`src/rtl/branch_predictor.sv`:
```
// Direction predictor: 2-bit counter table, bimodal or gshare indexing.
// Resolves at execute train the table and the global history.
module branch_predictor #(
  parameter int INDEX_BITS   = 6,
  parameter int HISTORY_BITS = 0
) (
  input  logic                  clock,
  input  logic                  reset,
  input  logic [31:0]           pc_fetch,
  output logic                  predict_taken,
  output logic [INDEX_BITS-1:0] predict_index,
  input  logic                  resolve_valid,
  input  logic [INDEX_BITS-1:0] resolve_index,
  input  logic [2:0]            resolve_funct3,
  input  logic                  result_equal_zero,
  input  logic                  resolve_predicted,
  output logic                  take_branch,
  output logic                  mispredict,
  output logic [31:0]           branch_count,
  output logic [31:0]           mispredict_count
);

  localparam int DEPTH = 1 << INDEX_BITS;

  logic [1:0]            ctr [DEPTH];
  logic [INDEX_BITS-1:0] hist_ext;
  logic                  resolve_ok;
  logic                  unused_pc;

  assign unused_pc = ^{pc_fetch[31:INDEX_BITS+2], pc_fetch[1:0]};

  assign predict_index = pc_fetch[INDEX_BITS+1:2] ^ hist_ext;
  assign predict_taken = ctr[predict_index][1];

  // funct3 010/011 are not branch encodings
  assign resolve_ok = resolve_valid &&
                      (resolve_funct3[2:1] != 2'b01);

  always_comb begin
    take_branch = 1'b0;
    unique case (resolve_funct3)
      3'b000, 3'b101, 3'b111: take_branch = result_equal_zero;
      3'b001, 3'b100, 3'b110: take_branch = ~result_equal_zero;
      default:                take_branch = 1'b0;
    endcase
  end

  assign mispredict = resolve_ok &&
                      (take_branch != resolve_predicted);

  always_ff @(posedge clock or posedge reset) begin
    if (reset) begin
      for (int i = 0; i < DEPTH; i++)
        ctr[i] <= 2'b01;
    end else if (resolve_ok) begin
      if (take_branch && ctr[resolve_index] != 2'b11)
        ctr[resolve_index] <= ctr[resolve_index] + 2'b01;
      else if (!take_branch && ctr[resolve_index] != 2'b00)
        ctr[resolve_index] <= ctr[resolve_index] - 2'b01;
    end
  end

  always_ff @(posedge clock or posedge reset) begin
    if (reset) begin
      branch_count     <= '0;
      mispredict_count <= '0;
    end else if (resolve_ok) begin
      branch_count <= branch_count + 32'd1;
      if (mispredict)
        mispredict_count <= mispredict_count + 32'd1;
    end
  end

  generate
    if (HISTORY_BITS > 0) begin : g_hist
      logic [HISTORY_BITS-1:0] history;

      always_ff @(posedge clock or posedge reset) begin
        if (reset)
          history <= '0;
        else if (resolve_ok)
          history <= HISTORY_BITS'({history, take_branch});
      end

      assign hist_ext = INDEX_BITS'(history);
    end else begin : g_bimodal
      assign hist_ext = '0;
    end
  endgenerate

endmodule

```
`config.mk`:
```
export PLATFORM = sky130hd
export DESIGN_NAME = branch_predictor
export DESIGN_NICKNAME = d
export VERILOG_FILES = /design/src/rtl/branch_predictor.sv
export SDC_FILE = /design/constraint.sdc
export NUM_CORES = 1
export LEC_CHECK = 0
export CORE_UTILIZATION = 40
export DETAILED_ROUTE_END_ITERATION = 16
export DONT_BUFFER_PORTS = 1
export GPL_TIMING_DRIVEN = 0
export PLACE_DENSITY = 0.65
export SYNTH_ARGS = -nofsm -noshare
export SYNTH_HDL_FRONTEND = slang
export SYNTH_SLANG_ARGS = --single-unit
```
`constraint.sdc`:
```
create_clock -name clock -period 15.9 [get_ports clock]
set_input_delay 0.795 -clock clock [delete_from_list [all_inputs] [get_ports clock]]
set_output_delay 0.795 -clock clock [all_outputs]
set_load 0.01 [all_outputs]
```
Word-level counts from Yosys, hierarchy flattened
Cells that the tools add are included.
{ "totals": {"reg_bits": 192, "input_bits": 46, "out_inout_bits": 73, "word_cells": 110} }
{ "op_classes": {"add_sub_neg": 4, "order_cmp": 3, "eq_ne": 8, "muxes": 13, "n_bitwise": 3, "n_reduce_logical": 13} }
{ "ops": {"columns": ["cell", "count"], "rows": [
  ["bitwise mux 128 bit", 2],
  ["2-to-1 mux 128 bit", 2],
  ["adder 32 x 1 -> 32 bit, second input constant", 2],
  ["binary-select mux 2 bit (select 6 bit)", 2],
  [">= comparator 7 bit, second input constant", 2],
  ["inverter 6 -> 7 bit", 2],
  ["demux 2 bit (select 6 bit)", 1],
  ["== test 3 bit, second input constant", 4],
  ["2-to-1 mux 2 bit", 5],
  ["< comparator 7 x 1 -> 1 bit, second input constant", 1],
  ["OR reduction 3 bit", 2],
  ["logical AND 1 bit", 5],
  ["AND reduction 2 bit", 2],
  ["nonzero test 2 bit", 2],
  ["== test 3 x 1 -> 1 bit, second input constant", 1],
  ["zero test 3 bit", 1],
  ["adder 2 x 1 -> 2 bit, second input constant", 1],
  ["inequality test 2 x 1 -> 1 bit, second input constant", 1],
  ["inequality test 2 bit, second input constant", 1],
  ["case mux 1 bit (2 select lines)", 1],
  ["subtractor 2 x 1 -> 2 bit, second input constant", 1],
  ["zero test 1 bit", 1],
  ["inequality test 1 bit", 1],
  ["inverter 1 bit", 1]
]} }

Longest topological paths before layout
Gate-level depths: netlist (run 1).
{ "depth": {"word_depth": 8, "mapped_depth": 18, "mapped_depth_nobuf": 12} }

Worst setup path after synthesis (run 1)
OpenSTA, ideal clock, no wires.
{ "synth_timing": {"path_type": "input to register", "start": "input port resolve_index[2]", "end": "register ctr[65] (netlist name)", "setup_ns": 0.125, "arrival_time_ns": 3.886, "required_time_ns": 15.775, "slack_ns": 11.889, "path_stages": 16, "path_buffers": 5, "path_cell_list": "buf_2 > buf_4 > buf_6 > buf_6 > mux2_1 > a22o_1 > a211o_1 > a31oi_1 > nand3_1 > ha_1 > mux2i_1 > a22o_1 > nand2_1 > buf_2 > nor3_1 > mux2_2"} }
{ "synth_between": {"elab_chain_len": 8, "word_cells_on_any_way": 21, "classes_between": "add/sub: 2; order compare: 2; eq/ne: 1; mux: 9; bitwise: 1; reduce/logical: 6"} }
{ "synth_rtl": {"columns": ["item", "line_no", "rtl"], "rows": [
  ["start, declared", "13", "input logic [INDEX_BITS-1:0] resolve_index,"],
  ["inverter 6 -> 7 bit (not written as such) (*)", null, null],
  ["binary-select mux 2 bit (select 6 bit) (tied with other cells)", null, null],
  ["2-to-1 mux 2 bit (not written as such) or logical AND 1 bit (tied branches)", null, null],
  ["2-to-1 mux 2 bit (on tied branches)", null, null],
  ["subtractor 2 x 1 -> 2 bit (tied with other cells)", "59", "ctr[resolve_index] <= ctr[resolve_index] - 2'b01;"],
  ["bitwise mux 128 bit (tied with other cells)", "59", null],
  ["2-to-1 mux 128 bit or nonzero test 2 bit (tied branches)", null, null],
  ["2-to-1 mux 128 bit or AND reduction 2 bit (tied branches)", null, null],
  ["end signal, assigned by index", "57", "ctr[resolve_index] <= ctr[resolve_index] + 2'b01;"],
  ["end signal, assigned by index", "59", null],
  ["end, declared", "25", "logic [1:0] ctr [DEPTH];"]
]} }
Every way passes the cells marked *; elsewhere a longest branch is shown, timed or not. The select of a mux whose other input is x is not followed.
A chain may end at the register's enable or synchronous reset.

Final worst setup path (run 1)
{ "layout_timing": {"start": "input port resolve_index[2]", "end": "register ctr[69] (netlist name)"} }
Same word-level chain as after synthesis.

==> results of run 1 <==
==> layout make-up <==
| type | instances | area, µm² |
|---|---|---|
| fillers | 2275 | 13400 |
| multi-input cells | 567 | 4810 |
| well taps | 324 | 405 |
| clock inverters | 14 | 215 |
| clock buffers | 18 | 429 |
| repair buffers | 1 | 27.5 |
| plain buffers | 64 | 319 |
| flip-flops and latches | 192 | 4880 |
| inverters | 15 | 63.8 |
==> cells in the mapped netlist (9+ instances only) <==
cell | number | area (µm²)
sky130_fd_sc_hd__nand3_1 | 27 | 135
sky130_fd_sc_hd__buf_2 | 21 | 105
sky130_fd_sc_hd__mux2_2 | 133 | 1500
sky130_fd_sc_hd__nand2_1 | 36 | 135
sky130_fd_sc_hd__a21oi_1 | 9 | 45.0
sky130_fd_sc_hd__dfstp_2 | 64 | 1680
sky130_fd_sc_hd__nor3_1 | 77 | 385
sky130_fd_sc_hd__dfrtp_1 | 128 | 3200
sky130_fd_sc_hd__nand2b_1 | 11 | 68.8
sky130_fd_sc_hd__xor2_1 | 11 | 96.3
sky130_fd_sc_hd__clkbuf_1 | 29 | 109
sky130_fd_sc_hd__mux2i_1 | 30 | 300
sky130_fd_sc_hd__and3_1 | 12 | 75.1
sky130_fd_sc_hd__nand4_1 | 13 | 81.3
sky130_fd_sc_hd__nor2_1 | 22 | 82.6
sky130_fd_sc_hd__a22oi_1 | 13 | 97.6
sky130_fd_sc_hd__mux4_2 | 23 | 518
sky130_fd_sc_hd__nor2b_1 | 9 | 56.3
sky130_fd_sc_hd__inv_1 | 14 | 52.6
sky130_fd_sc_hd__xnor2_1 | 53 | 464
==> stage by stage <==
stage,utilization,instances
finish,0.455,1195
global route,0.455,1195
CTS,0.455,1195
detailed placement,0.429,1163
global placement,0.427,1162
floorplan,-,838
==> worst reg2reg max path: cells and delay by family, from the launching register on <==
kind / cells / cell delay [ps]
AOI/OAI and AO/OA: 4 / 1250
adders and majority gates: 1 / 260
buffers and inverters: 1 / 330
DFF: 1 / 370
muxes: 2 / 530
and+or+nand+nor: 5 / 1360
==> routing by layer <==
metal	vias up	wire length, µm
met1	3607	11600
met2	380	11500
li1	3111	-
met3	52	2900
met4	0	806
met5	-	0
==> power by group <==
group          switching, mW  internal (mW)
Combinational          0.110         0.0948
Sequential            0.0649          0.567
Clock                  0.217          0.245
Total                  0.392          0.907
==> how the worst max path moves through the flow <==
stage / endpoint / slack [ps] / depth (start not counted)
final: ctr[69] / 10580 / 18
after global routing: ctr[103] / 10370 / 18
after CTS: ctr[103] / 10810 / 18
after detailed placement: ctr[97] / 10410 / 18
after global placement: ctr[77] / 7700 / 1
after floorplan: branch_count[0] / 9980 / 1
==> cells by family after synthesis <==
group                      count (synthesis)  share of synthesized area
AOI/OAI and AO/OA                         72                     0.0525
buffers and inverters                     79                     0.0373
muxes                                    188                      0.232
and+or+nand+nor                          238                      0.130
xor gates and xnor gates                  65                     0.0579
DFF                                      192                      0.485
adders and majority gates                  4                    0.00497
==> qor.json, run 1 <==
{
  "setup_violations": {"value": 0},
  "fin_ws": {"value": 10580, "unit": "ps"},
  "clkSlewWorstSetupHoldPaths": {"value": 80, "unit": "ps"},
  "row_count": {"value": 57},
  "postSynth.topFlopCell": {"value": "sky130_fd_sc_hd__dfrtp_1"},
  "slew_viol_final": {"value": 0},
  "detail_route.drc_violations": {"value": 0},
  "path_cells": {"value": "buf_2 > buf_4 > buf_6 > buf_6 > buf_4 > nand3b_1 > o21ai_0 > a211oi_1 > nor4_1 > a31oi_1 > and3_1 > ha_1 > mux2i_1 > a22o_1 > nand2_1 > buf_2 > nor3_1 > mux2_2"},
  "clock-sinks": {"value": 192},
  "rrSetupSlack": {"value": 11710, "unit": "ps"},
  "r2r_cells": {"value": 13},
  "mappedNetlistArea": {"value": 10100, "unit": "µm²"},
  "first_pass_iters": {"value": 8},
  "timing.final.crit_period": {"value": 5320, "unit": "ps"},
  "routability_congestion": {"value": 0.966},
  "clk-insertion-delay-late": {"value": 440, "unit": "ps"},
  "via_to_cell_ratio": {"value": 5.98},
  "grtUsageTotal": {"value": 0.215},
  "worst_setup_path_start_kind": {"value": "input pin"},
  "outcome": {"value": "completed"},
  "path_buf_inv": {"value": 6},
  "port_buffers": {"value": 0},
  "asyncSetResetFlopFracSynth": {"value": 1.00},
  "critical_path.startpoint": {"value": "resolve_index[2]"},
  "layout_commonest_cell": {"value": "sky130_fd_sc_hd__mux2_2"},
  "synth_enable_flop_cells": {"value": 0},
  "synth.avg_cell_area": {"value": 12.0, "unit": "µm²"},
  "timing.critical_path.required": {"value": 16220, "unit": "ps"},
  "setup.worst_path.end_class": {"value": "flip-flop"},
  "cp_top_family": {"value": "simple AND/OR/NAND/NOR gates"},
  "fin_hold_ws": {"value": 228, "unit": "ps"},
  "post_cts_buffers": {"value": 0},
  "worstReg2RegEnd": {"value": "ctr[69]"},
  "dieWidth": {"value": 161, "unit": "µm"},
  "antenna_violations_before_repair": {"value": 0},
  "grt_util_met3": {"value": 0.0697},
  "p_per_area": {"value": 116, "unit": "nW/µm²"},
  "maxCapViolCount": {"value": 0},
  "area_growth": {"value": 10.8, "unit": "%"},
  "timing.fmax": {"value": 188, "unit": "MHz"},
  "num_io_pins": {"value": 119},
  "ir_worst_vdd": {"value": 0.0000759, "unit": "V"},
  "fin_total_pwr": {"value": 1.30, "unit": "mW"},
  "wire_length_of_the_first_global_routing_pass": {"value": 42100, "unit": "µm"},
  "n_antenna_cell": {"value": 0},
  "drt-total-wl": {"value": 26800, "unit": "µm"},
  "synth_cell_type_count": {"value": 59},
  "top_usage_layer": {"value": "met2"},
  "classification_of_the_worst_setup_path": {"value": "in2reg"},
  "postSynthRegisterBits": {"value": 192},
  "detailed_placement_hpwl": {"value": 18500, "unit": "µm"},
  "dr_total_vias": {"value": 7150},
  "rsz_0062_raised_after_global_routing": {"value": "false"},
  "mostFrequentLayoutCells": {"value": "sky130_fd_sc_hd__mux2_2 (133), sky130_fd_sc_hd__dfrtp_1 (128), sky130_fd_sc_hd__nor3_1 (77), sky130_fd_sc_hd__dfstp_2 (64), sky130_fd_sc_hd__xnor2_1 (53)"},
  "max_slew.worst_pin.slew": {"value": 1250, "unit": "ps"},
  "fin_tns_setup": {"value": 0, "unit": "ps"},
  "height_of_the_die": {"value": 161, "unit": "µm"},
  "clock_tree.buffer_depth": {"value": 2},
  "power.leakage": {"value": 4.64, "unit": "nW"},
  "wire_per_inst": {"value": 22.4, "unit": "µm"},
  "final_min_period_over_clock_period": {"value": 0.335},
  "worst_path_max_delay_cell": {"value": "sky130_fd_sc_hd__nand3b_1"},
  "dr.first_iter.drc_count": {"value": 654},
  "final.setup_skew": {"value": 14.2, "unit": "ps"},
  "layout.nets": {"value": 908},
  "global_route.overflow_total": {"value": 0},
  "detailed_place.area": {"value": 10500, "unit": "µm²"},
  "synthCells": {"value": 838},
  "cts-htree-levels": {"value": 4},
  "min-delay-path-class": {"value": "in2async"},
  "mapped_nets": {"value": 888},
  "global_route.usage.met2": {"value": 0.309},
  "initial_core_util": {"value": 0.411},
  "core_area": {"value": 24500, "unit": "µm²"},
  "path_max_fanout": {"value": 10},
  "synth-seq-area-share": {"value": 0.485},
  "share_of_final_layout_standard_cells_stronger_than_drive_strength_1": {"value": 0.342},
  "grt_max_degree": {"value": 131},
  "synth-warning-count": {"value": 0},
  "worst_slew_margin_rel": {"value": 0.166},
  "grt_pass1_vias": {"value": 7257},
  "final_antenna_net_count": {"value": 0},
  "fp.dieArea": {"value": 25800, "unit": "µm²"},
  "final_area": {"value": 11200, "unit": "µm²"},
  "timing.critical_path.slowest_cell_delay": {"value": 540, "unit": "ps"},
  "cts_tree": {"value": "yes"},
  "pre_cts_ws": {"value": 10410, "unit": "ps"},
  "clk_root_buffer_cell": {"value": "sky130_fd_sc_hd__clkbuf_16"},
  "cts_stage_hold_buffer_count": {"value": 0},
  "cts_buffers": {"value": 17},
  "grt_util_met1": {"value": 0.300},
  "worst-endpoint-arrival": {"value": 5640, "unit": "ps"},
  "cts-resized-gates": {"value": 0},
  "final_hold_viol_count": {"value": 0}
}
No activity file was read; power rests on OpenSTA's default activity.
==> inputs of run 2 (changes only) <==
Clock period 15.9 ns to 5.2 ns, I/O delays scaled along.
==> qor.json, run 2 (same netlist as run 1, synthesis figures left out) <==
{
  "outcome": {"value": "completed"},
  "min_delay_path_depth": {"value": 2},
  "internal_power": {"value": 2.68, "unit": "mW", "change": "+200%"},
  "layout_commonest_cell": {"value": "sky130_fd_sc_hd__mux2_2"},
  "layout.area.seq": {"value": 4880, "unit": "µm²", "change": "unchanged"},
  "stdcell_count": {"value": 1201, "change": "+0.50%"},
  "layout.nets": {"value": 914, "change": "+0.66%"},
  "ir_worst_vdd": {"value": 0.000207, "unit": "V", "change": "+170%"},
  "dr_total_vias": {"value": 7124, "change": "-0.36%"},
  "clkPwrFrac": {"value": 0.339, "change": "-0.016"},
  "clk-insertion-delay-late": {"value": 440, "unit": "ps", "change": "about the same"},
  "initial_core_util": {"value": 0.411, "change": "unchanged"},
  "worst_slew_margin_rel": {"value": 0.198, "change": "+0.0314"},
  "final_hold_viol_count": {"value": 0, "change": "unchanged"},
  "global_route.overflow_total": {"value": 0, "change": "unchanged"},
  "cts-resized-gates": {"value": 0, "change": "unchanged"},
  "n_antenna_cell": {"value": 0, "change": "unchanged"},
  "clk_root_buffer_cell": {"value": "sky130_fd_sc_hd__clkbuf_16"},
  "dr.first_iter.drc_count": {"value": 636, "change": "-2.8%"},
  "path_max_fanout": {"value": 10, "change": "unchanged"},
  "area_growth": {"value": 11.2, "unit": "%"},
  "timing.final.crit_period": {"value": 4720, "unit": "ps"},
  "cts_buffers": {"value": 17, "change": "unchanged"},
  "worst_path_max_delay_cell": {"value": "sky130_fd_sc_hd__nand3b_1"},
  "worst-endpoint-arrival": {"value": 5040, "unit": "ps", "change": "-600 ps"},
  "grtUsageTotal": {"value": 0.220, "change": "+0.00498"},
  "clkSlewWorstSetupHoldPaths": {"value": 70, "unit": "ps", "change": "about the same"},
  "placed_cells": {"value": 1167, "change": "+0.34%"},
  "slew_viol_final": {"value": 0, "change": "unchanged"},
  "grt_max_degree": {"value": 43, "change": "-67%"},
  "fin_tns_setup": {"value": 0, "unit": "ps", "change": "unchanged"},
  "timing.fmax": {"value": 212, "unit": "MHz"},
  "core_area": {"value": 24500, "unit": "µm²", "change": "unchanged"},
  "first_pass_iters": {"value": 7, "change": "-1"},
  "worst_setup_path_start_kind": {"value": "input pin"},
  "cts-htree-levels": {"value": 4, "change": "unchanged"},
  "rsz_0062_raised_after_global_routing": {"value": "false"},
  "final_min_period_over_clock_period": {"value": 0.907},
  "cts_tree": {"value": "yes"},
  "share_of_final_layout_standard_cells_stronger_than_drive_strength_1": {"value": 0.344, "change": "+0.00222"},
  "detail_route.drc_violations": {"value": 0, "change": "unchanged"},
  "height_of_the_die": {"value": 161, "unit": "µm", "change": "unchanged"},
  "dieWidth": {"value": 161, "unit": "µm", "change": "unchanged"},
  "final.setup_skew": {"value": 14.5, "unit": "ps", "change": "+0.221 ps"},
  "maxCapViolCount": {"value": 0, "change": "unchanged"},
  "final_antenna_net_count": {"value": 0, "change": "unchanged"},
  "detailed_placement_hpwl": {"value": 19100, "unit": "µm", "change": "+3.7%"},
  "path_cells": {"value": "buf_2 > buf_4 > buf_6 > buf_6 > buf_4 > nand3b_1 > o21ai_0 > a211oi_1 > nor4_1 > a31oi_1 > and3_1 > ha_1 > mux2i_1 > a22o_1 > nand2_1 > buf_2 > nor3_1 > mux2_2"},
  "wire_per_inst": {"value": 22.6, "unit": "µm", "change": "+0.70%"},
  "num_io_pins": {"value": 119, "change": "unchanged"},
  "grt_pass1_vias": {"value": 7253, "change": "-0.055%"},
  "min-delay-path-class": {"value": "in2reg"},
  "filler_cell_count": {"value": 2290, "change": "+0.66%"},
  "seq_power_share": {"value": 0.497, "change": "+0.010"},
  "clock-sinks": {"value": 192, "change": "unchanged"},
  "max_slew.worst_pin.slew": {"value": 1200, "unit": "ps", "change": "-46.9 ps"},
  "p_per_area": {"value": 346, "unit": "nW/µm²", "change": "+200%"},
  "clock_tree.buffer_depth": {"value": 2, "change": "unchanged"},
  "routability_congestion": {"value": 0.940, "change": "-2.7%"},
  "fin_total_pwr": {"value": 3.88, "unit": "mW", "change": "+200%"},
  "power.net_switching": {"value": 1.20, "unit": "mW", "change": "+210%"},
  "timing.critical_path.required": {"value": 5520, "unit": "ps", "change": "-10700 ps"},
  "setup.worst_path.end_class": {"value": "flip-flop"},
  "via_to_cell_ratio": {"value": 5.93, "change": "-0.86%"},
  "wire_length_of_the_first_global_routing_pass": {"value": 43200, "unit": "µm", "change": "+2.5%"},
  "mostFrequentLayoutCells": {"value": "sky130_fd_sc_hd__mux2_2 (133), sky130_fd_sc_hd__dfrtp_1 (128), sky130_fd_sc_hd__nor3_1 (77), sky130_fd_sc_hd__dfstp_2 (64), sky130_fd_sc_hd__xnor2_1 (53)"},
  "drt-total-wl": {"value": 27100, "unit": "µm", "change": "+1.2%"},
  "combinationalPowerShare": {"value": 0.164, "change": "+0.006"},
  "fp.dieArea": {"value": 25800, "unit": "µm²", "change": "unchanged"},
  "port_buffers": {"value": 0, "change": "unchanged"},
  "row_count": {"value": 57, "change": "unchanged"},
  "antenna_violations_before_repair": {"value": 0, "change": "unchanged"},
  "r2r_cells": {"value": 13, "change": "unchanged"},
  "multi_input_comb_area": {"value": 4810, "unit": "µm²", "change": "unchanged"},
  "timing.critical_path.slowest_cell_delay": {"value": 530, "unit": "ps", "change": "about the same"},
  "p_sw_frac": {"value": 0.310, "change": "+0.00786"},
  "classification_of_the_worst_setup_path": {"value": "in2reg"},
  "setup_violations": {"value": 0, "change": "unchanged"},
  "power.leakage": {"value": 4.66, "unit": "nW", "change": "+0.33%"}
}
==> run 2: cell count changes in the layout (fill, tap and decap cells not counted), sizes merged <==
cell,before,now
clkinvlp,0,2
buf,36,40
bufinv,2,0
dlygate4sd3,0,2
==> run 2: worst max-delay path, delay by kind of cell <==
family	cells	cell delay, ps
adders and majority gates	1	220
muxes	2	530
buffers and inverters	6	1480
AOI/OAI and AO/OA	4	850
and+or+nand+nor	5	1690
==> run 2: worst paths after layout <==
check                            startpoint                to  slack (ps)
max in group asynchronous             reset         async pin        3540
hold reg to reg                     ctr[89]           ctr[89]         530
min in group asynchronous             reset  branch_count[11]         320
setup reg to reg                  flip-flop           ctr[69]        1040
hold / removal                resolve_valid   branch_count[2]          20
setup / recovery           resolve_index[2]           ctr[69]         480
==> run 2: cell type report <==
| class | count | area share |
|---|---|---|
| clock inverters | 14 | 0.0149 |
| repair buffers | 7 | 0.0114 |
| plain buffers | 64 | 0.0285 |
| clock buffers | 18 | 0.0383 |
| inverters | 15 | 0.00536 |
| flip-flops and latches | 192 | 0.436 |
| well taps | 324 | 0.0362 |
| multi-input cells | 567 | 0.430 |
==> run 2: power by group through the flow <==
stage	Clock (mW)	Combinational [mW]	Sequential, mW
finish	1.32	0.635	1.93
global route	1.39	0.690	1.97
CTS	1.34	0.631	1.93
detailed placement	0	0.628	1.96
global placement	0	0.606	1.95
floorplan	0	0.467	1.89
==> run 2: stage by stage <==
stage | instance area (µm²) | hold slack [ps] | utilization | worst slack [ps]
global route | 11200 | 27.3 | 0.457 | 271
detailed placement | 10600 | 194 | 0.432 | 223
global placement | 10500 | 426 | 0.427 | 266
finish | 11200 | 16.9 | 0.457 | 482
floorplan | 10100 | 422 | - | 1720
CTS | 11200 | 12.1 | 0.457 | 661
==> run 2: routing by layer <==
metal	vias to the layer above	routed length [µm]	global-route usage
met1	3562	11600	0.305
met3	63	2700	0.0617
met2	368	11900	0.320
met5	-	0	0
met4	0	909	0.0956
li1	3131	-	-
==> run 2: repair_timing <==
item | CTS | global route
hold buffers | 2 | 0
hold endpoints to repair | 22 | 0
buffers inserted | 0 | 0
==> inputs of run 3 (changes only) <==
Settings changed: HOLD_SLACK_MARGIN set to 0.03.
==> qor.json, run 3 (same netlist as run 1, synthesis figures left out) <==
{
  "maxCapViolCount": {"value": 0, "change": "unchanged"},
  "cts-htree-levels": {"value": 4, "change": "unchanged"},
  "max_slew.worst_pin.slew": {"value": 1240, "unit": "ps", "change": "+45.3 ps"},
  "worst-endpoint-arrival": {"value": 5070, "unit": "ps", "change": "+30 ps"},
  "mostFrequentLayoutCells": {"value": "sky130_fd_sc_hd__mux2_2 (133), sky130_fd_sc_hd__dfrtp_1 (128), sky130_fd_sc_hd__nor3_1 (77), sky130_fd_sc_hd__dfstp_2 (64), sky130_fd_sc_hd__xnor2_1 (53)"},
  "setup_violations": {"value": 0, "change": "unchanged"},
  "p_per_area": {"value": 346, "unit": "nW/µm²", "change": "about the same"},
  "wire_length_of_the_first_global_routing_pass": {"value": 43200, "unit": "µm", "change": "about the same"},
  "timing.fmax": {"value": 211, "unit": "MHz", "change": "-0.45%"},
  "grt_max_degree": {"value": 43, "change": "unchanged"},
  "final_area": {"value": 11200, "unit": "µm²", "change": "unchanged"},
  "fin_tns_setup": {"value": 0, "unit": "ps", "change": "unchanged"},
  "grtUsageTotal": {"value": 0.220, "change": "unchanged"},
  "min-delay-path-class": {"value": "in2reg"},
  "placed_cells": {"value": 1167, "change": "unchanged"},
  "routability_congestion": {"value": 0.940, "change": "unchanged"},
  "final.setup_skew": {"value": 15.7, "unit": "ps", "change": "+1.26 ps"},
  "dr_total_vias": {"value": 7171, "change": "+0.66%"},
  "height_of_the_die": {"value": 161, "unit": "µm", "change": "unchanged"},
  "cts_buffers": {"value": 17, "change": "unchanged"},
  "final_min_period_over_clock_period": {"value": 0.911, "change": "+0.00407"},
  "ir_worst_vdd": {"value": 0.000207, "unit": "V", "change": "about the same"},
  "rsz_0062_raised_after_global_routing": {"value": "false"},
  "timing.final.crit_period": {"value": 4740, "unit": "ps", "change": "+21.2 ps"},
  "final_hold_viol_count": {"value": 0, "change": "unchanged"},
  "dieWidth": {"value": 161, "unit": "µm", "change": "unchanged"},
  "setup.worst_path.end_class": {"value": "flip-flop"},
  "met3WireLength": {"value": 2670, "unit": "µm", "change": "-1.1%"},
  "timing.critical_path.required": {"value": 5530, "unit": "ps", "change": "about the same"},
  "final_antenna_net_count": {"value": 0, "change": "unchanged"},
  "layout_commonest_cell": {"value": "sky130_fd_sc_hd__mux2_2"},
  "clkSlewWorstSetupHoldPaths": {"value": 80, "unit": "ps", "change": "about the same"},
  "outcome": {"value": "completed"},
  "worst_setup_path_start_kind": {"value": "input pin"},
  "topRoutingLayerUsed": {"value": "met4"},
  "wire_per_inst": {"value": 22.6, "unit": "µm", "change": "+0.20%"},
  "path_max_fanout": {"value": 10, "change": "unchanged"},
  "global_route.overflow_total": {"value": 0, "change": "unchanged"},
  "cts_tree": {"value": "yes"},
  "routed_length_on_met1": {"value": 11600, "unit": "µm", "change": "+0.61%"},
  "row_count": {"value": 57, "change": "unchanged"},
  "core_area": {"value": 24500, "unit": "µm²", "change": "unchanged"},
  "clk_root_buffer_cell": {"value": "sky130_fd_sc_hd__clkbuf_16"},
  "dr_wl_met2": {"value": 11900, "unit": "µm", "change": "-0.18%"},
  "clock_tree.buffer_depth": {"value": 2, "change": "unchanged"},
  "detailed_place.area": {"value": 10600, "unit": "µm²", "change": "unchanged"},
  "worst_slew_margin_rel": {"value": 0.167, "change": "-0.0303"},
  "power.leakage": {"value": 4.66, "unit": "nW", "change": "unchanged"},
  "layout.nets": {"value": 914, "change": "unchanged"},
  "classification_of_the_worst_setup_path": {"value": "in2reg"},
  "num_io_pins": {"value": 119, "change": "unchanged"},
  "clk-insertion-delay-late": {"value": 440, "unit": "ps", "change": "about the same"},
  "clock-sinks": {"value": 192, "change": "unchanged"},
  "port_buffers": {"value": 0, "change": "unchanged"},
  "dr.first_iter.drc_count": {"value": 736, "change": "+16%"},
  "first_pass_iters": {"value": 5, "change": "-2"},
  "grt_pass1_vias": {"value": 7251, "change": "-0.028%"},
  "fp.dieArea": {"value": 25800, "unit": "µm²", "change": "unchanged"},
  "drt-total-wl": {"value": 27200, "unit": "µm", "change": "+0.20%"},
  "via_to_cell_ratio": {"value": 5.97, "change": "+0.66%"},
  "detail_route.drc_violations": {"value": 0, "change": "unchanged"},
  "detailed_placement_hpwl": {"value": 19100, "unit": "µm", "change": "unchanged"},
  "share_of_final_layout_standard_cells_stronger_than_drive_strength_1": {"value": 0.344, "change": "unchanged"},
  "n_antenna_cell": {"value": 0, "change": "unchanged"},
  "antenna_violations_before_repair": {"value": 0, "change": "unchanged"},
  "stdcell_count": {"value": 1201, "change": "unchanged"},
  "area_growth": {"value": 11.2, "unit": "%", "change": "unchanged"},
  "slew_viol_final": {"value": 0, "change": "unchanged"},
  "initial_core_util": {"value": 0.411, "change": "unchanged"}
}
run 3: cell counts in the layout (fill, tap and decap cells not counted):
Identical to the previous run, type by type.
run 3: final timing paths:
kind                       cells past startpoint         startpoint               end  slack (ps)
max                                           18   resolve_index[2]           ctr[69]         460
min                                            3  resolve_funct3[1]   branch_count[0]         130
max reg2reg                                   13          flip-flop           ctr[69]         990
min reg2reg                                    1            ctr[89]           ctr[89]         530
max in group asynchronous                      6              reset         async pin        3540
min in group asynchronous                      2              reset  branch_count[11]         320
run 3: layer usage:
metal	track usage	up-vias
met5	0	-
met4	0.0956	0
met3	0.0617	67
met2	0.320	373
met1	0.305	3605
li1	-	3126
run 3: power by group:
group	switching [mW]	internal [mW]
Combinational	0.340	0.296
Clock	0.665	0.649
Sequential	0.197	1.73
Total	1.20	2.68
run 3: worst max-delay path, stage by stage:
cell and delay, ps:
sky130_fd_sc_hd__buf_2 190, sky130_fd_sc_hd__buf_4 270, sky130_fd_sc_hd__buf_6 240, sky130_fd_sc_hd__buf_6 210
sky130_fd_sc_hd__buf_4 240, sky130_fd_sc_hd__nand3b_1 520, sky130_fd_sc_hd__o21ai_0 430, sky130_fd_sc_hd__a211oi_1 110
sky130_fd_sc_hd__nor4_1 230, sky130_fd_sc_hd__a31oi_1 130, sky130_fd_sc_hd__and3_1 220, sky130_fd_sc_hd__ha_1 220
sky130_fd_sc_hd__mux2i_1 140, sky130_fd_sc_hd__a22o_1 150, sky130_fd_sc_hd__nand2_1 260, sky130_fd_sc_hd__buf_2 310
sky130_fd_sc_hd__nor3_1 490, sky130_fd_sc_hd__mux2_2 390
run 3: what timing repair did:
item / 4_1_cts / 5_1_grt
buffers inserted: 0 / 0
hold buffers: 2 / 0
hold endpoints to repair: 23 / 0
gates resized for setup: 0 / 0
run 3: area by class of cell:
type | count | area (µm²)
fillers | 2290 | 13300
flip-flops and latches | 192 | 4880
multi-input cells | 567 | 4810
clock buffers | 18 | 429
well taps | 324 | 405
plain buffers | 64 | 319
clock inverters | 14 | 166
repair buffers | 7 | 128
inverters | 15 | 60.1
run 3: metrics by stage:
step	util	power, mW	setup slack (ps)	hold WS [ps]
after CTS	0.457	3.90	661	117
final	0.457	3.88	461	131
after global routing	0.457	4.05	271	163
after global placement	0.427	2.56	266	426
after floorplan	-	2.36	1720	422
after detailed placement	0.432	2.58	223	194
